## src/rtl/spi_reg_writer.sv

```systemverilog
// SPI controller for the 16-bit register-write link: one {1, addr[6:0], data[7:0]}
// frame per accepted command, MSB first, with copi updated mid-way through each low phase.
module spi_reg_writer #(
    parameter int CLK_DIV = 50,
    parameter int CS_GAP  = 20
) (
    input  logic       clk,
    input  logic       rst_n,
    input  logic       cmd_valid,
    output logic       cmd_ready,
    input  logic [6:0] cmd_addr,
    input  logic [7:0] cmd_data,
    output logic       busy,
    output logic       done,
    output logic       ncs,
    output logic       sclk,
    output logic       copi,
    output logic [2:0] dbg_state
);

    // Handshake: a command transfers on the clk edge where cmd_valid && cmd_ready;
    // cmd_ready depends only on state, and cmd_valid has no effect outside IDLE.
    typedef enum logic [2:0] {
        S_IDLE  = 3'd0,
        S_SETUP = 3'd1,
        S_SHIFT = 3'd2,
        S_HOLD  = 3'd3,
        S_GAP   = 3'd4
    } state_t;

    localparam int CNT_MAX = (CLK_DIV > CS_GAP) ? CLK_DIV : CS_GAP;
    localparam int CW      = $clog2(CNT_MAX);

    localparam logic [CW-1:0] DIV_LAST = CW'(CLK_DIV - 1);
    localparam logic [CW-1:0] DIV_MID  = CW'(CLK_DIV / 2 - 1);
    localparam logic [CW-1:0] GAP_LAST = CW'(CS_GAP - 1);
    localparam logic [CW-1:0] GAP_DONE = CW'(CS_GAP - 2);

    state_t        r_state;
    logic [CW-1:0] r_cnt;
    logic [3:0]    r_bit;
    logic [14:0]   r_shift;
    logic          r_ncs;
    logic          r_sclk;
    logic          r_copi;
    logic          r_done;

    assign cmd_ready = (r_state == S_IDLE);
    assign busy      = (r_state != S_IDLE);
    assign done      = r_done;
    assign ncs       = r_ncs;
    assign sclk      = r_sclk;
    assign copi      = r_copi;
    assign dbg_state = r_state;

    always_ff @(posedge clk or negedge rst_n) begin
        if (!rst_n) begin
            r_state <= S_IDLE;
            r_cnt   <= '0;
            r_bit   <= 4'd0;
            r_shift <= '0;
            r_ncs   <= 1'b1;
            r_sclk  <= 1'b0;
            r_copi  <= 1'b0;
            r_done  <= 1'b0;
        end else begin
            r_done <= 1'b0;
            case (r_state)
                S_IDLE: begin
                    if (cmd_valid) begin
                        // Bit 15 (write flag) goes straight onto copi; the shift
                        // register only needs to hold the remaining 15 bits.
                        r_shift <= {cmd_addr, cmd_data};
                        r_copi  <= 1'b1;
                        r_ncs   <= 1'b0;
                        r_cnt   <= '0;
                        r_bit   <= 4'd15;
                        r_state <= S_SETUP;
                    end
                end
                S_SETUP: begin
                    if (r_cnt == DIV_LAST) begin
                        r_cnt   <= '0;
                        r_sclk  <= 1'b1;
                        r_state <= S_SHIFT;
                    end else begin
                        r_cnt <= r_cnt + CW'(1);
                    end
                end
                S_SHIFT: begin
                    if (r_sclk) begin
                        if (r_cnt == DIV_LAST) begin
                            r_cnt  <= '0;
                            r_sclk <= 1'b0;
                        end else begin
                            r_cnt <= r_cnt + CW'(1);
                        end
                    end else begin
                        // Next bit is presented mid low phase so it is far from both
                        // sampling edges; nothing follows the final bit.
                        if (r_cnt == DIV_MID && r_bit != 4'd0) begin
                            r_copi  <= r_shift[14];
                            r_shift <= {r_shift[13:0], 1'b0};
                        end
                        if (r_cnt == DIV_LAST) begin
                            r_cnt <= '0;
                            if (r_bit == 4'd0) begin
                                r_state <= S_HOLD;
                            end else begin
                                r_bit  <= r_bit - 4'd1;
                                r_sclk <= 1'b1;
                            end
                        end else begin
                            r_cnt <= r_cnt + CW'(1);
                        end
                    end
                end
                S_HOLD: begin
                    if (r_cnt == DIV_LAST) begin
                        r_cnt   <= '0;
                        r_ncs   <= 1'b1;
                        r_copi  <= 1'b0;
                        r_state <= S_GAP;
                    end else begin
                        r_cnt <= r_cnt + CW'(1);
                    end
                end
                S_GAP: begin
                    if (r_cnt == GAP_LAST) begin
                        r_cnt   <= '0;
                        r_state <= S_IDLE;
                    end else begin
                        // Registered one cycle early so done coincides with the last GAP cycle.
                        if (r_cnt == GAP_DONE) r_done <= 1'b1;
                        r_cnt <= r_cnt + CW'(1);
                    end
                end
                default: r_state <= S_IDLE;
            endcase
        end
    end

endmodule

```

## config.mk

```make
export PLATFORM = sky130hd
export DESIGN_NAME = spi_reg_writer
export DESIGN_NICKNAME = d
export VERILOG_FILES = /design/src/rtl/spi_reg_writer.sv
export SDC_FILE = /design/constraint.sdc
export NUM_CORES = 1
export LEC_CHECK = 0
export CAP_MARGIN = 20
export CORE_ASPECT_RATIO = 1.5
export CORE_MARGIN = 5
export CORE_UTILIZATION = 40
export CTS_CLUSTER_SIZE = 16
export DETAILED_ROUTE_END_ITERATION = 8
export SYNTH_ARGS = -nofsm -noshare
export SYNTH_HDL_FRONTEND = slang
export SYNTH_SLANG_ARGS = --single-unit
```

## constraint.sdc

```tcl
create_clock -name clk -period 2.7 [get_ports clk]
set_input_delay 0.54 -clock clk [delete_from_list [all_inputs] [get_ports clk]]
set_output_delay 0.54 -clock clk [all_outputs]
set_load 0.01 [all_outputs]
```

==> Implementation_results.wiki, run 1 <==
{| class="wikitable"
! Metric !! Value
|-
| H-tree depth || 2
|-
| Unrepaired setup endpoints after global routing || no
|-
| Number of vias after detailed routing || 1,346
|-
| Clock-pin slew on the worst setup and hold paths || 0.07 ns
|-
| Post-Syn Instances || 169
|-
| Final-report hold violation count || 0
|-
| Power per cell area || 462 nW/um^2
|-
| Largest net degree at the start of global routing || 33
|-
| Mapped Nets || 192
|-
| Final global-route overflow total || 0
|-
| Hold path endpoint || ncs
|-
| Required time of the critical path || 2.16 ns
|-
| Total CTS buffers || 5
|-
| Post-CTS sizing || 0
|-
| First-pass GRT wire length || 6.22 mm
|-
| Met1 usage in global routing || 13.7%
|-
| Final standard cell utilization of the core || 50.1%
|-
| Placed Cells incl. Taps || 240
|-
| Yosys reg bits || 32
|-
| Final standard cell count with taps included and fillers excluded || 248
|-
| Number of DRC violations after detailed-routing iteration 0 || 28
|-
| Most heavily used metal layer in global routing || met2
|-
| Leakage dissipation || 1.00 nW
|-
| Count of pins over their slew limit || 0
|-
| Crit-path leading delay family || buffers and inverters
|-
| Layout Skew || 0.00749 ns
|-
| Buffers & Inverters on Critical Path || 2
|-
| Maxcap violations || 0
|-
| DRC violation count after routing || 0
|-
| Total setup violations reported at the end of the flow || 0
|-
| Final #Nets || 222
|-
| Cells along the critical path || nor2_1 -> nand2_1 -> inv_1 -> clkdlybuf4s50_1
|-
| Maximum ir drop on the vdd rail || 0.000251 V
|-
| Ratio of final minimum period to clock period || 86.3%
|-
| Placeable core area || 4470 um^2
|-
| Highest Clock Rate || 0.429 GHz
|-
| Cell type with the highest aggregate area in the netlist || dfrtp_1
|-
| Worst hold slack || 0.471 ns
|-
| Vias in the first global route || 1,453
|-
| Result of the run || complete, no violations
|-
| Arr. time, crit path || 1.79 ns
|-
| Final WL || 3.77 mm
|-
| Hold-fix buffer count after cts || 0
|-
| Category of the critical setup timing path || flop to output port
|-
| Worst rel slew slack || 48.7%
|-
| Class of the worst hold path || flop to flop
|-
| Post-synth EDFFs || 0
|-
| Count of inserted antenna diode cells || 0
|-
| Placement row count || 30
|-
| Post-DRT Antenna Nets || 0
|-
| Post-layout min period || 2.33 ns
|-
| All-layer global routing usage || 13.6%
|-
| Post-Syn Area || 1810 um^2
|-
| Hold path start || ncs
|-
| Top FF cell, synth || dfrtp_1
|-
| Average detailed-routed wire length per instance || 15.2 um
|-
| Hold depth || 2
|-
| Pre-antenna DRT Iters || 4
|-
| Clock sink count || 32
|-
| Top-area cell type share of the netlist area || 42.9%
|-
| Synth Warn # || 0
|-
| Root buffer cell || clkbuf_8
|-
| Slew of the pin with the lowest slew margin || 0.761 ns
|-
| Number of vias per cell || 5.43
|-
| Synth cell count leaders || dfrtp_1 (31), mux2_2 (29), nand2_1 (14)
|-
| Sequential share of the synthesized area || 44.4%
|-
| R2r startpoint || r_bit[0]
|-
| Area contributors post-synth || dfrtp_1 (43%), mux2_2 (18%), ha_1 (3.5%)
|-
| Clock latency at the later pin of the worst-skew pair || 0.29 ns
|-
| Worst Path Max Fanout || 13
|-
| Post-synthesis area per instance || 10.7 um^2
|-
| Fraction of final layout cells sized beyond drive strength 1 || 23.0%
|-
| Num ports || 27
|-
| Met2 Track Usage GR || 24.0%
|-
| Critical path launch point type || flop
|-
| Worst R2R End || r_shift[1]
|-
| Fin Setup TNS || 0 ns
|-
| # Post-CTS Setup Buffers || 0
|-
| Reg2reg setup slack || 0.50 ns
|-
| Fraction of registers with async set/reset || 100%
|-
| Number of distinct standard cells referenced by the synthesized netlist || 44
|-
| Type of destination of the critical path || output port
|-
| Die extent in y || 92.3 um
|-
| Most frequent cell after synthesis || dfrtp_1
|-
| Die footprint || 5990 um^2
|-
| IO buf count || 26
|-
| Placed wire-length estimate after detailed placement || 2.79 mm
|-
| Largest buffer count on any clock path || 2
|-
| Reg2Reg Depth || 6
|-
| Pwr Total || 1.03 mW
|-
| Effective utilization at floorplan || 40.4%
|-
| Synth-to-Final Area Change || 23.9%
|-
| Global Route met3 Usage || 4.00%
|-
| Weighted congestion at the end of routability-driven global placement || 0.860
|-
| CP max-delay cell || clkdlybuf4s50_1
|-
| Clock tree from TritonCTS || yes
|-
| Die X || 64.9 um
|-
| Longest individual stage delay on the worst path || 0.52 ns
|-
| Initial antenna violation count || 0
|}
-- cells by family (layout without fill, tap and decap cells) --
kind of cell | Yosys count | in the layout | share of synthesized area (%)
flip-flops | 32 | 32 | 44.4
AO/OA/AOI/OAI | 29 | 29 | 10.3
adder cells (fa/ha/maj) | 5 | 5 | 3.46
buffers and inverters | 16 | 47 | 4.15
AND/OR/NAND/NOR | 53 | 53 | 17.0
multiplexers | 32 | 32 | 19.7
XOR/XNOR | 2 | 2 | 0.970
-- registers in the layout (all words and copies together), names as in the netlist --
register	count
r_shift	15
r_cnt	6
r_bit	4
dbg_state	3
copi	1
done	1
ncs	1
sclk	1
-- where the power goes --
part	internal, mW	switching [mW]
Combinational	0.0304	0.0164
Sequential	0.479	0
Clock	0.326	0.182
Total	0.835	0.198
-- per-stage QoR --
stage / worst slack (ns) / cell area [um^2]
after floorplan: 0.787 / 1810
after global placement: 0.389 / 2110
after detailed placement: 0.348 / 2110
after CTS: 0.358 / 2240
after global routing: 0.236 / 2240
final: 0.371 / 2240
-- cells in the final DEF, fill, tap and decap left out, drive strengths merged, types with 2 or more instances in the layout --
| cell type | count |
|---|---|
| nor4 | 3 |
| nor2 | 8 |
| or3 | 2 |
| nand2 | 14 |
| mux2 | 29 |
| o31a | 2 |
| buf | 3 |
| nor3b | 2 |
| ha | 5 |
| clkdlybuf4s50 | 26 |
| a21oi | 3 |
| dfrtp | 31 |
| mux2i | 3 |
| o21ai | 13 |
| inv | 9 |
| nand3 | 5 |
| nor2b | 3 |
| and3 | 2 |
| a211oi | 2 |
| clkbuf | 7 |
| nor3 | 5 |
| o211ai | 3 |
-- per-layer routing --
layer,routed length [um],part of all wire (%),up-vias
li1,-,-,665
met1,1530,41,644
met2,2010,53,28
met3,133,3.5,9
met4,96,2.5,0
met5,0,0,-
-- area by class of cell --
type / instances / area (um^2)
fillers: 420 / 2230
inverters: 10 / 37.5
clock buffers: 7 / 96.3
flip-flops and latches: 32 / 802
repair buffers: 29 / 283
well taps: 48 / 60.1
clock inverters: 1 / 30.0
multi-input cells: 121 / 930
-- worst min-delay path: cells and delay by family (launching register included) --
kind	cells	cell delay (ns)
AND/OR/NAND/NOR	2	0.09
flip-flops	1	0.38
-- worst max-delay path by stage --
stage / startpoint / endpoint / slack (ns) / cells past startpoint
finish: dbg_state[0] / cmd_ready / 0.37 / 4
global route: dbg_state[0] / cmd_ready / 0.24 / 4
CTS: dbg_state[0] / cmd_ready / 0.36 / 4
detailed placement: cmd_valid / r_shift[13] / 0.35 / 5
global placement: cmd_valid / r_shift[8] / 0.39 / 5
floorplan: r_bit[0] / r_shift[10] / 0.79 / 7
Power figures use the tool's default switching activity.
==> inputs of run 2 (changes only) <==
--- a/config.mk
+++ b/config.mk
@@ -11,6 +11,8 @@
 export CORE_UTILIZATION = 40
 export CTS_CLUSTER_SIZE = 16
 export DETAILED_ROUTE_END_ITERATION = 8
+export MAX_ROUTING_LAYER = met4
 export SYNTH_ARGS = -nofsm -noshare
 export SYNTH_HDL_FRONTEND = slang
 export SYNTH_SLANG_ARGS = --single-unit
+export TNS_END_PERCENT = 100
==> Implementation_results.wiki, run 2 (synthesis gave the netlist of run 1 again) <==
{| class="wikitable"
! Metric !! Value
|-
| R2r startpoint || r_bit[0]
|-
| Final WL || 3.78 mm (about the same)
|-
| Pwr Total || 1.03 mW (about the same)
|-
| Vias in the first global route || 1,451 (-0.14%)
|-
| Placement row count || 30 (unchanged)
|-
| Cells along the critical path || nor2_1 -> nand2_1 -> inv_1 -> clkdlybuf4s50_1
|-
| Highest Clock Rate || 0.429 GHz (-0.15%)
|-
| Die extent in y || 92.3 um (unchanged)
|-
| Maximum ir drop on the vdd rail || 0.000251 V (about the same)
|-
| Largest buffer count on any clock path || 2 (unchanged)
|-
| Placeable core area || 4470 um^2 (unchanged)
|-
| Weighted congestion at the end of routability-driven global placement || 0.873 (+1.6%)
|-
| Max reg flops || 15 (unchanged)
|-
| Worst R2R End || r_shift[1]
|-
| Count of inserted antenna diode cells || 0 (unchanged)
|-
| Clock share of power || 49.1% (about the same)
|-
| Total CTS buffers || 5 (unchanged)
|-
| Sequential power share || 46.4% (about the same)
|-
| Portion of total power attributed to combinational logic || 4.5% (about the same)
|-
| Slew of the pin with the lowest slew margin || 0.761 ns (-0.000000536 ns)
|-
| Final #Nets || 222 (unchanged)
|-
| Largest net degree at the start of global routing || 33 (unchanged)
|-
| Clock tree from TritonCTS || yes
|-
| Final global-route overflow total || 0 (unchanged)
|-
| Power per cell area || 462 nW/um^2 (about the same)
|-
| Effective utilization at floorplan || 40.4% (unchanged)
|-
| Required time of the critical path || 2.16 ns (about the same)
|-
| Placed wire-length estimate after detailed placement || 2.79 mm (unchanged)
|-
| Layout Skew || 0.00749 ns (-0.000000110 ns)
|-
| Initial antenna violation count || 0 (unchanged)
|-
| Class of the worst hold path || flop to flop
|-
| Fin Setup TNS || 0 ns (unchanged)
|-
| Synth-to-Final Area Change || 23.9% (unchanged)
|-
| Reg2Reg Depth || 6 (unchanged)
|-
| Total setup violations reported at the end of the flow || 0 (unchanged)
|-
| Worst setup startpoint || dbg_state[0]
|-
| Final-report hold violation count || 0 (unchanged)
|-
| Post-layout min period || 2.33 ns (+0.00346 ns)
|-
| CP max-delay cell || clkdlybuf4s50_1
|-
| Worst rel slew slack || 48.7% (about the same)
|-
| # Post-CTS Setup Buffers || 0 (unchanged)
|-
| First-pass GRT wire length || 6.23 mm (+0.23%)
|-
| Die footprint || 5990 um^2 (unchanged)
|-
| All-layer global routing usage || 14.0% (+0.37 points)
|-
| Unrepaired setup endpoints after global routing || no
|-
| Arr. time, crit path || 1.79 ns (about the same)
|-
| Longest individual stage delay on the worst path || 0.52 ns (about the same)
|-
| Number of vias after detailed routing || 1,346 (unchanged)
|-
| Critical path launch point type || flop
|-
| Number of vias per cell || 5.43 (unchanged)
|-
| Average detailed-routed wire length per instance || 15.2 um (about the same)
|-
| Final standard cell count with taps included and fillers excluded || 248 (unchanged)
|-
| Clock-pin slew on the worst setup and hold paths || 0.07 ns (about the same)
|-
| Hold-fix buffer count after cts || 0 (unchanged)
|-
| Clock sink count || 32 (unchanged)
|-
| Commonest non-fill, non-tap cells in the layout || dfrtp_1 (31), mux2_2 (29), clkdlybuf4s50_1 (26), nand2_1 (14), o21ai_0 (12)
|-
| Clock latency at the later pin of the worst-skew pair || 0.29 ns (about the same)
|-
| Die X || 64.9 um (unchanged)
|-
| Switching part of the total power || 19.2% (about the same)
|-
| Post-CTS sizing || 0 (unchanged)
|-
| Post-DRT Antenna Nets || 0 (unchanged)
|-
| Switching pwr || 0.198 mW (about the same)
|-
| Ratio of final minimum period to clock period || 86.4% (+0.13 points)
|-
| Fraction of final layout cells sized beyond drive strength 1 || 23.0% (unchanged)
|-
| Result of the run || complete, no violations
|-
| H-tree depth || 2 (unchanged)
|-
| IO buf count || 26 (unchanged)
|-
| Worst Path Max Fanout || 13 (unchanged)
|-
| Largest registers in the final layout || r_shift x15, r_cnt x6, r_bit x4
|-
| Maxcap violations || 0 (unchanged)
|-
| Leading cell type in the layout, fill and taps excluded || dfrtp_1
|-
| Category of the critical setup timing path || flop to output port
|-
| Leakage dissipation || 1.00 nW (unchanged)
|-
| Reg2reg setup slack || 0.50 ns (about the same)
|-
| Capture point of the worst path || cmd_ready
|-
| Internal power contribution || 0.835 mW (about the same)
|-
| Type of destination of the critical path || output port
|-
| Placed Cells incl. Taps || 240 (unchanged)
|-
| Worst-case setup slack after placement || 0.348 ns (unchanged)
|-
| Worst path setup slack after routing || 0.368 ns (-0.00346 ns)
|-
| Register bank with the most flops || r_shift
|-
| DRC violation count after routing || 0 (unchanged)
|-
| Num ports || 27 (unchanged)
|-
| Pre-antenna DRT Iters || 4 (unchanged)
|-
| Count of pins over their slew limit || 0 (unchanged)
|-
| Number of DRC violations after detailed-routing iteration 0 || 28 (unchanged)
|-
| Root buffer cell || clkbuf_8
|}
run 2: routing by layer:
layer	up-vias	track usage (%)	routed length (um)
met5	-	-	0
met4	0	8.47	96
met3	10	3.76	119
met2	28	24.0	2010
met1	643	13.9	1550
li1	665	-	-
run 2: worst max-delay path: cells and delay by family, from the launching register on:
family / cells / cell delay, ns
and+or+nand+nor: 2 / 0.40
buffers and inverters: 2 / 0.58
DFF: 1 / 0.51
run 2: worst min-delay path by stage:
stage / start / endpoint / cells past startpoint
after floorplan: rst_n / copi / 0
after global placement: ncs / ncs / 2
after detailed placement: ncs / ncs / 2
after CTS: ncs / ncs / 2
after global routing: ncs / ncs / 2
final: ncs / ncs / 2
run 2: final cells by class:
| cell class | instances | area, um^2 |
|---|---|---|
| Sequential cell | 32 | 802 |
| Tap cell | 48 | 60.1 |
| Multi-Input combinational cell | 121 | 930 |
| Clock buffer | 7 | 96.3 |
| Timing Repair Buffer | 29 | 283 |
| Inverter | 10 | 37.5 |
| Fill cell | 420 | 2230 |
| Clock inverter | 1 | 30.0 |
run 2: per-stage QoR:
stage	hold WS, ns	cell area [um^2]	utilization (%)
final	0.471	2240	50.1
after global routing	0.479	2240	50.1
after CTS	0.473	2240	50.1
after detailed placement	0.462	2110	47.3
after global placement	0.452	2110	47.3
after floorplan	0.244	1810	-
run 2: power groups by stage:
stage               clock [mW]  sequential (mW)  combinational (mW)
floorplan                    0            0.488              0.0107
global placement             0            0.488              0.0471
detailed placement           0            0.488              0.0483
CTS                      0.519            0.479              0.0485
global route             0.541            0.479              0.0519
finish                   0.507            0.479              0.0468
